$ cat src/rtl/core_rvfi_csr_dump_if.sv
// RVFI CSR trace bundle: 19 XLEN-wide CSRs in the index order used by the dump sequencer.
interface core_rvfi_csr_dump_if #(
    parameter int XLEN = 64
);
    logic [18:0][XLEN-1:0] val;

    modport I (input val);
    modport O (output val);
endinterface

$ cat src/rtl/core_rvfi_csr_dump.sv
// Snapshots the RVFI CSR bundle on each accepted retire and streams the enabled
// CSRs one per beat; retires that arrive while a dump is in flight are dropped and counted.
module core_rvfi_csr_dump #(
    parameter int          XLEN     = 64,
    parameter logic [18:0] CSR_MASK = 19'h7FFFF
) (
    input  logic                  g_clk,
    input  logic                  g_reset,
    input  logic                  rvfi_valid,
    input  logic [63:0]           rvfi_order,
    core_rvfi_csr_dump_if.I       csr,
    output logic                  trace_busy,
    output logic                  dump_valid,
    input  logic                  dump_ready,
    output logic [4:0]            dump_idx,
    output logic [XLEN-1:0]       dump_data,
    output logic [63:0]           dump_order,
    output logic                  dump_last,
    output logic [15:0]           drop_count
);

    function automatic logic [4:0] lo_bit(input logic [18:0] m);
        lo_bit = '0;
        for (int i = 18; i >= 0; i--)
            if (m[i]) lo_bit = 5'(i);
    endfunction

    function automatic logic [4:0] hi_bit(input logic [18:0] m);
        hi_bit = '0;
        for (int i = 0; i < 19; i++)
            if (m[i]) hi_bit = 5'(i);
    endfunction

    // Smallest enabled index strictly above cur; cur itself if none.
    function automatic logic [4:0] next_bit(input logic [4:0] cur);
        next_bit = cur;
        for (int i = 18; i >= 0; i--)
            if (CSR_MASK[i] && (5'(i) > cur)) next_bit = 5'(i);
    endfunction

    localparam logic [4:0] LO = lo_bit(CSR_MASK);
    localparam logic [4:0] HI = hi_bit(CSR_MASK);

    typedef enum logic {
        IDLE = 1'b0,
        EMIT = 1'b1
    } state_t;

    state_t                state, state_n;
    logic [4:0]            idx, idx_n;
    logic [18:0][XLEN-1:0] shadow;
    logic [63:0]           shadow_order;
    logic                  hs, last_hs, accept, drop;

    // Dump port: a beat transfers on a cycle where dump_valid && dump_ready;
    // while dump_valid is high and ready is low, idx/data/order/last hold steady.
    assign dump_valid = (state == EMIT);
    assign trace_busy = (state == EMIT);
    assign dump_idx   = idx;
    assign dump_data  = shadow[idx];
    assign dump_order = shadow_order;
    assign dump_last  = (state == EMIT) && (idx == HI);

    assign hs      = dump_valid && dump_ready;
    assign last_hs = hs && dump_last;
    // The final handshake frees the shadow regs, so a retire there is taken.
    assign accept  = rvfi_valid && ((state == IDLE) || last_hs);
    assign drop    = rvfi_valid && (state == EMIT) && !last_hs;

    always_comb begin
        state_n = state;
        idx_n   = idx;
        case (state)
            IDLE: begin
                if (rvfi_valid && (CSR_MASK != '0)) begin
                    state_n = EMIT;
                    idx_n   = LO;
                end
            end
            EMIT: begin
                if (hs) begin
                    if (!dump_last)
                        idx_n = next_bit(idx);
                    else if (rvfi_valid)
                        idx_n = LO;
                    else
                        state_n = IDLE;
                end
            end
            default: state_n = IDLE;
        endcase
    end

    always_ff @(posedge g_clk) begin
        if (g_reset) begin
            state        <= IDLE;
            idx          <= '0;
            shadow       <= '0;
            shadow_order <= '0;
            drop_count   <= '0;
        end else begin
            state <= state_n;
            idx   <= idx_n;
            if (accept) begin
                shadow       <= csr.val;
                shadow_order <= rvfi_order;
            end
            if (drop && (drop_count != 16'hFFFF))
                drop_count <= drop_count + 16'd1;
        end
    end

endmodule

$ cat src/flat_wrapper.sv
// flat-port wrapper written by rule: the top's interface ports become plain ports
module core_rvfi_csr_dump_flat 
#(
    parameter int          XLEN     = 64,
    parameter logic [18:0] CSR_MASK = 19'h7FFFF
)
  (g_clk, g_reset, rvfi_valid, rvfi_order, trace_busy, dump_valid, dump_ready, dump_idx, dump_data, dump_order, dump_last, drop_count, csr_val);
  core_rvfi_csr_dump_if #(.XLEN(XLEN)) csr_i ();
  input  logic g_clk;
  input  logic g_reset;
  input  logic rvfi_valid;
  input  logic [63:0] rvfi_order;
  output logic trace_busy;
  output logic dump_valid;
  input  logic dump_ready;
  output logic [4:0] dump_idx;
  output logic [XLEN-1:0] dump_data;
  output logic [63:0] dump_order;
  output logic dump_last;
  output logic [15:0] drop_count;
  input wire logic [$bits(csr_i.val)-1:0] csr_val;
  assign csr_i.val = csr_val;
  core_rvfi_csr_dump #(.XLEN(XLEN), .CSR_MASK(CSR_MASK)) u_core (.g_clk(g_clk), .g_reset(g_reset), .rvfi_valid(rvfi_valid), .rvfi_order(rvfi_order), .csr(csr_i), .trace_busy(trace_busy), .dump_valid(dump_valid), .dump_ready(dump_ready), .dump_idx(dump_idx), .dump_data(dump_data), .dump_order(dump_order), .dump_last(dump_last), .drop_count(drop_count));
endmodule
$ cat config.mk
export PLATFORM = sky130hd
export DESIGN_NAME = core_rvfi_csr_dump_flat
export DESIGN_NICKNAME = d
export VERILOG_FILES = /design/src/rtl/core_rvfi_csr_dump_if.sv /design/src/rtl/core_rvfi_csr_dump.sv /design/src/flat_wrapper.sv
export SDC_FILE = /design/constraint.sdc
export NUM_CORES = 2
export LEC_CHECK = 0
export CORE_AREA = 2 2 556 558
export CTS_CLUSTER_SIZE = 12
export DETAILED_ROUTE_END_ITERATION = 8
export DIE_AREA = 0 0 558 560
export GPL_TIMING_DRIVEN = 0
export PLACE_DENSITY = 0.43
export SLEW_MARGIN = 20
export SYNTH_ARGS = -nofsm -noshare
export SYNTH_HDL_FRONTEND = slang
export SYNTH_SLANG_ARGS = --single-unit
$ cat constraint.sdc
create_clock -name g_clk -period 2.9 [get_ports g_clk]
set_input_delay 0.58 -clock g_clk [delete_from_list [all_inputs] [get_ports g_clk]]
set_output_delay 0.58 -clock g_clk [all_outputs]
set_load 0.02 [all_outputs]
==> results.txt <==
Adder-Cell Fraction of Synth Area -> 0.02115%
hold_sp -> csr_val[741]
pwr dens -> 569.7 mW/mm^2
Setup CP Type -> flip-flop to primary output
worst-case clock buffer depth -> 4
Post-Syn Instances -> 6,955
Inst Count DP -> 12.54k
Post-Syn Nets -> 8,240
EDFF count, synth -> 0
Worst R2R Setup Slack -> 0 ps
clk slew on worst S/H paths -> 60 ps
CTS tree -> done
Lkg Pwr -> 30.09 nW
overall routing resource usage -> 32.34%
Critical Path Start Type -> flip-flop
Distinct cells, synth -> 46
CP cell instances -> clkbuf_16, buf_16, clkbuf_16, buf_8, buf_12, buf_16, buf_12, mux4_2, mux2i_4, o211ai_1, buf_4
nets -> 10.05k
post-synthesis mux area share -> 11.58%
vias in the first global route -> 66.20k
Critical Path Start -> u_core.dump_idx[1]
Final Hold Viols -> 0
layout cells sized above 1 -> 15.76%
clock sink count -> 1,302
max incr delay on CP -> 730 ps
TritonCTS Buffers -> 169
main combinational cell family by area after synthesis -> compound AO/OA/AOI/OAI gates
antenna violations before repair -> 112
Post-Route Utilization -> 29.43%
Die Wd -> 558 um
fin crit period -> 4409 ps
CTS Root Cell -> clkbuf_16
peak supply drop -> 0.4116 mV
Worst Hold Class -> input pin to flip-flop
post-synthesis compound-gate area fraction -> 25.43%
failing checks -> negative setup slack
Crit. End Element -> primary output
main flop type after synthesis -> dfxtp_1
CP endpoint -> dump_data[50]
CP Data Arrival Time -> 3830 ps
IO Pins -> 1,436
Design Power -> 0.05147 W
area of the die -> 0.3125 mm^2
Layout Skew -> 82.62 ps
Reg2Reg Depth -> 11
DRT Pass-1 Iters -> 6
WP data required -> 2320 ps
Die Y -> 560 um
RSZ-0062 raised after global routing -> true
placed instance area -> 0.07938 mm^2
FF+latch count, synth -> 1,302
largest net degree at the start of global routing -> 13
Clock Latency Late Sink -> 880 ps
Slew headroom -> 18.76%
final slew viol count -> 0
I/O Buffers -> 1,433
Post-Synthesis Cell Area -> 0.05916 mm^2
Syn Area/Cell -> 8.505 um^2
drt first-iter violations -> 8,035
fin area -> 0.09036 mm^2
Synth warnings -> 0
core area -> 0.3071 mm^2
fin cells -> 13.04k
r2r endpoint -> u_core.shadow[951]
CP max stage cell -> o211ai_1
# H-tree levels -> 4
most frequent cells in the layout -> clkdlybuf4s50_1 (1,368), nand3_1 (1,320), dfxtp_1 (1,300)
xor and xnor fraction of the mapped netlist area -> 0.04442%
gr ovfl total -> 0
CP max FO -> 6
Final period util -> 152.0%
sequential-to-total area share from yosys stat -> 44.06%
RePlAce Congestion -> 0.9449
Synth async-reset ratio -> 0%
most common cell after layout, fill and taps aside -> clkdlybuf4s50_1
slew at the pin with the worst max-slew slack -> 1219 ps
Final Setup Violations -> 65
max-cap violations -> 0
post-route setup slack -> -1509 ps
Detail Route Antenna Nets -> 0
std cell rows -> 204
Area growth, synth to finish -> 52.74%
drt wl/cell -> 40.54 um
DRC Markers -> 0
global-route wire length before repair -> 664,500 um
total wire length -> 528,800 um
cts hold-fix bufs -> 0
Fmax -> 226.8 MHz
DP HPWL -> 435,600 um
Via Count -> 69.12k
initial core utilization -> 19.27%
Simple-Gate Fraction of Synth Area -> 12.04%
outcome -> finished, violations left
filler cell count -> 32.72k
launching point of the worst reg2reg path -> u_core.dump_idx[1]
mean number of vias per cell -> 5.299
## power by group
part	leakage, nW	total, W	switching, W	internal, W
Sequential	10.7	0.0197	0.000818	0.0189
Combinational	16.7	0.0102	0.00631	0.00387
Clock	2.67	0.0216	0.00900	0.0126
## how the worst min path moves through the flow
stage,end,slack (ps),cells after the start
2_1_floorplan,u_core.shadow[1120],450,2
3_3_place_gp,u_core.shadow[507],460,2
3_5_place_dp,u_core.shadow[394],460,2
4_1_cts,u_core.shadow[744],210,3
5_1_grt,u_core.shadow[741],250,3
6_report,u_core.shadow[741],290,3
## logic make-up (layout without fill, tap and decap cells)
| kind of cell | count (synthesis) | count (layout) |
|---|---|---|
| muxes | 516 | 516 |
| buffers and inverters | 857 | 2783 |
| AOI/OAI and AO/OA | 2863 | 2863 |
| adders and majority gates | 1 | 1 |
| other | 0 | 43 |
| DFF | 1302 | 1302 |
| and+or+nand+nor | 1413 | 1413 |
| xor gates and xnor gates | 3 | 3 |
## cell usage after synthesis (2+ instances only)
| cell | instances | area share (%) |
|---|---|---|
| or4_1 | 8 | 0.10 |
| nand2_1 | 10 | 0.063 |
| clkbuf_2 | 11 | 0.093 |
| and2_1 | 3 | 0.032 |
| a21oi_1 | 1297 | 11 |
| clkbuf_1 | 539 | 3.4 |
| and4_1 | 3 | 0.044 |
| o32ai_1 | 3 | 0.044 |
| nor2b_1 | 6 | 0.063 |
| buf_6 | 47 | 0.89 |
| nor2_1 | 10 | 0.063 |
| or3_1 | 3 | 0.032 |
| clkinv_1 | 3 | 0.019 |
| nor4b_1 | 2 | 0.030 |
| o31ai_1 | 9 | 0.11 |
| dfxtp_1 | 1302 | 44 |
| buf_4 | 83 | 1.1 |
| nand4_1 | 4 | 0.042 |
| o21ai_0 | 626 | 5.3 |
| inv_1 | 6 | 0.038 |
| o211ai_1 | 66 | 0.84 |
| mux2i_1 | 320 | 5.4 |
| mux2_2 | 68 | 1.3 |
| buf_1 | 64 | 0.41 |
| nor3_1 | 5 | 0.042 |
| o21ai_1 | 662 | 5.6 |
| xnor2_1 | 2 | 0.030 |
| buf_2 | 103 | 0.87 |
| nand3_1 | 1350 | 11 |
| mux4_2 | 128 | 4.9 |
| a22oi_1 | 193 | 2.4 |
| nor4_1 | 5 | 0.053 |
## sequential cells by signal, indices dropped and copies added (netlist names)
signal,cells
u_core.shadow,1216
u_core.drop_count,16
u_core.dump_idx,5
u_core.dump_order,64
u_core.dump_valid,1
## repair_timing
item                       in CTS  in global routing
gates resized for setup       963                386
setup endpoints to repair    1084                970
gates cloned                    5                  2
setup buffers                  63                110
pin swaps                      86                 94
## worst max-delay path: cells and delay by family (launching register included)
| family | cells | cell delay [ps] |
|---|---|---|
| muxes | 2 | 620 |
| AOI/OAI and AO/OA | 1 | 730 |
| DFF | 1 | 330 |
| buffers and inverters | 8 | 1270 |
## final cells by class
type                    count  area, um^2  area share (%)
multi-input cells        4796       31190           34.52
flip-flops and latches   1302       26070           28.85
clock buffers             239        4833           5.349
well taps                4120        5155           5.705
clock inverters            49       600.6          0.6647
repair buffers           1643       16900           18.70
plain buffers             843        5465           6.049
diodes                     43       107.6          0.1191
inverters                   9       37.54         0.04154
## through the flow
stage	hold slack [ps]	setup WS [ps]	TNS, ps
after global routing	255.0	-1447	-78360
after global placement	458.9	-4004	-2402910
after floorplan	450.2	24.65	0
after detailed placement	464.9	-3589	-1027670
after CTS	214.5	-1549	-104100
final	286.9	-1509	-76900
## layer usage
metal	routed length [um]	vias to the layer above	global-route usage, %
met3	44170	812	6.633
met4	32450	20	16.43
met1	214900	34630	41.02
li1	-	29450	-
met2	237100	4208	51.60
met5	158	-	0
No activity file was read; power rests on OpenSTA's default activity.
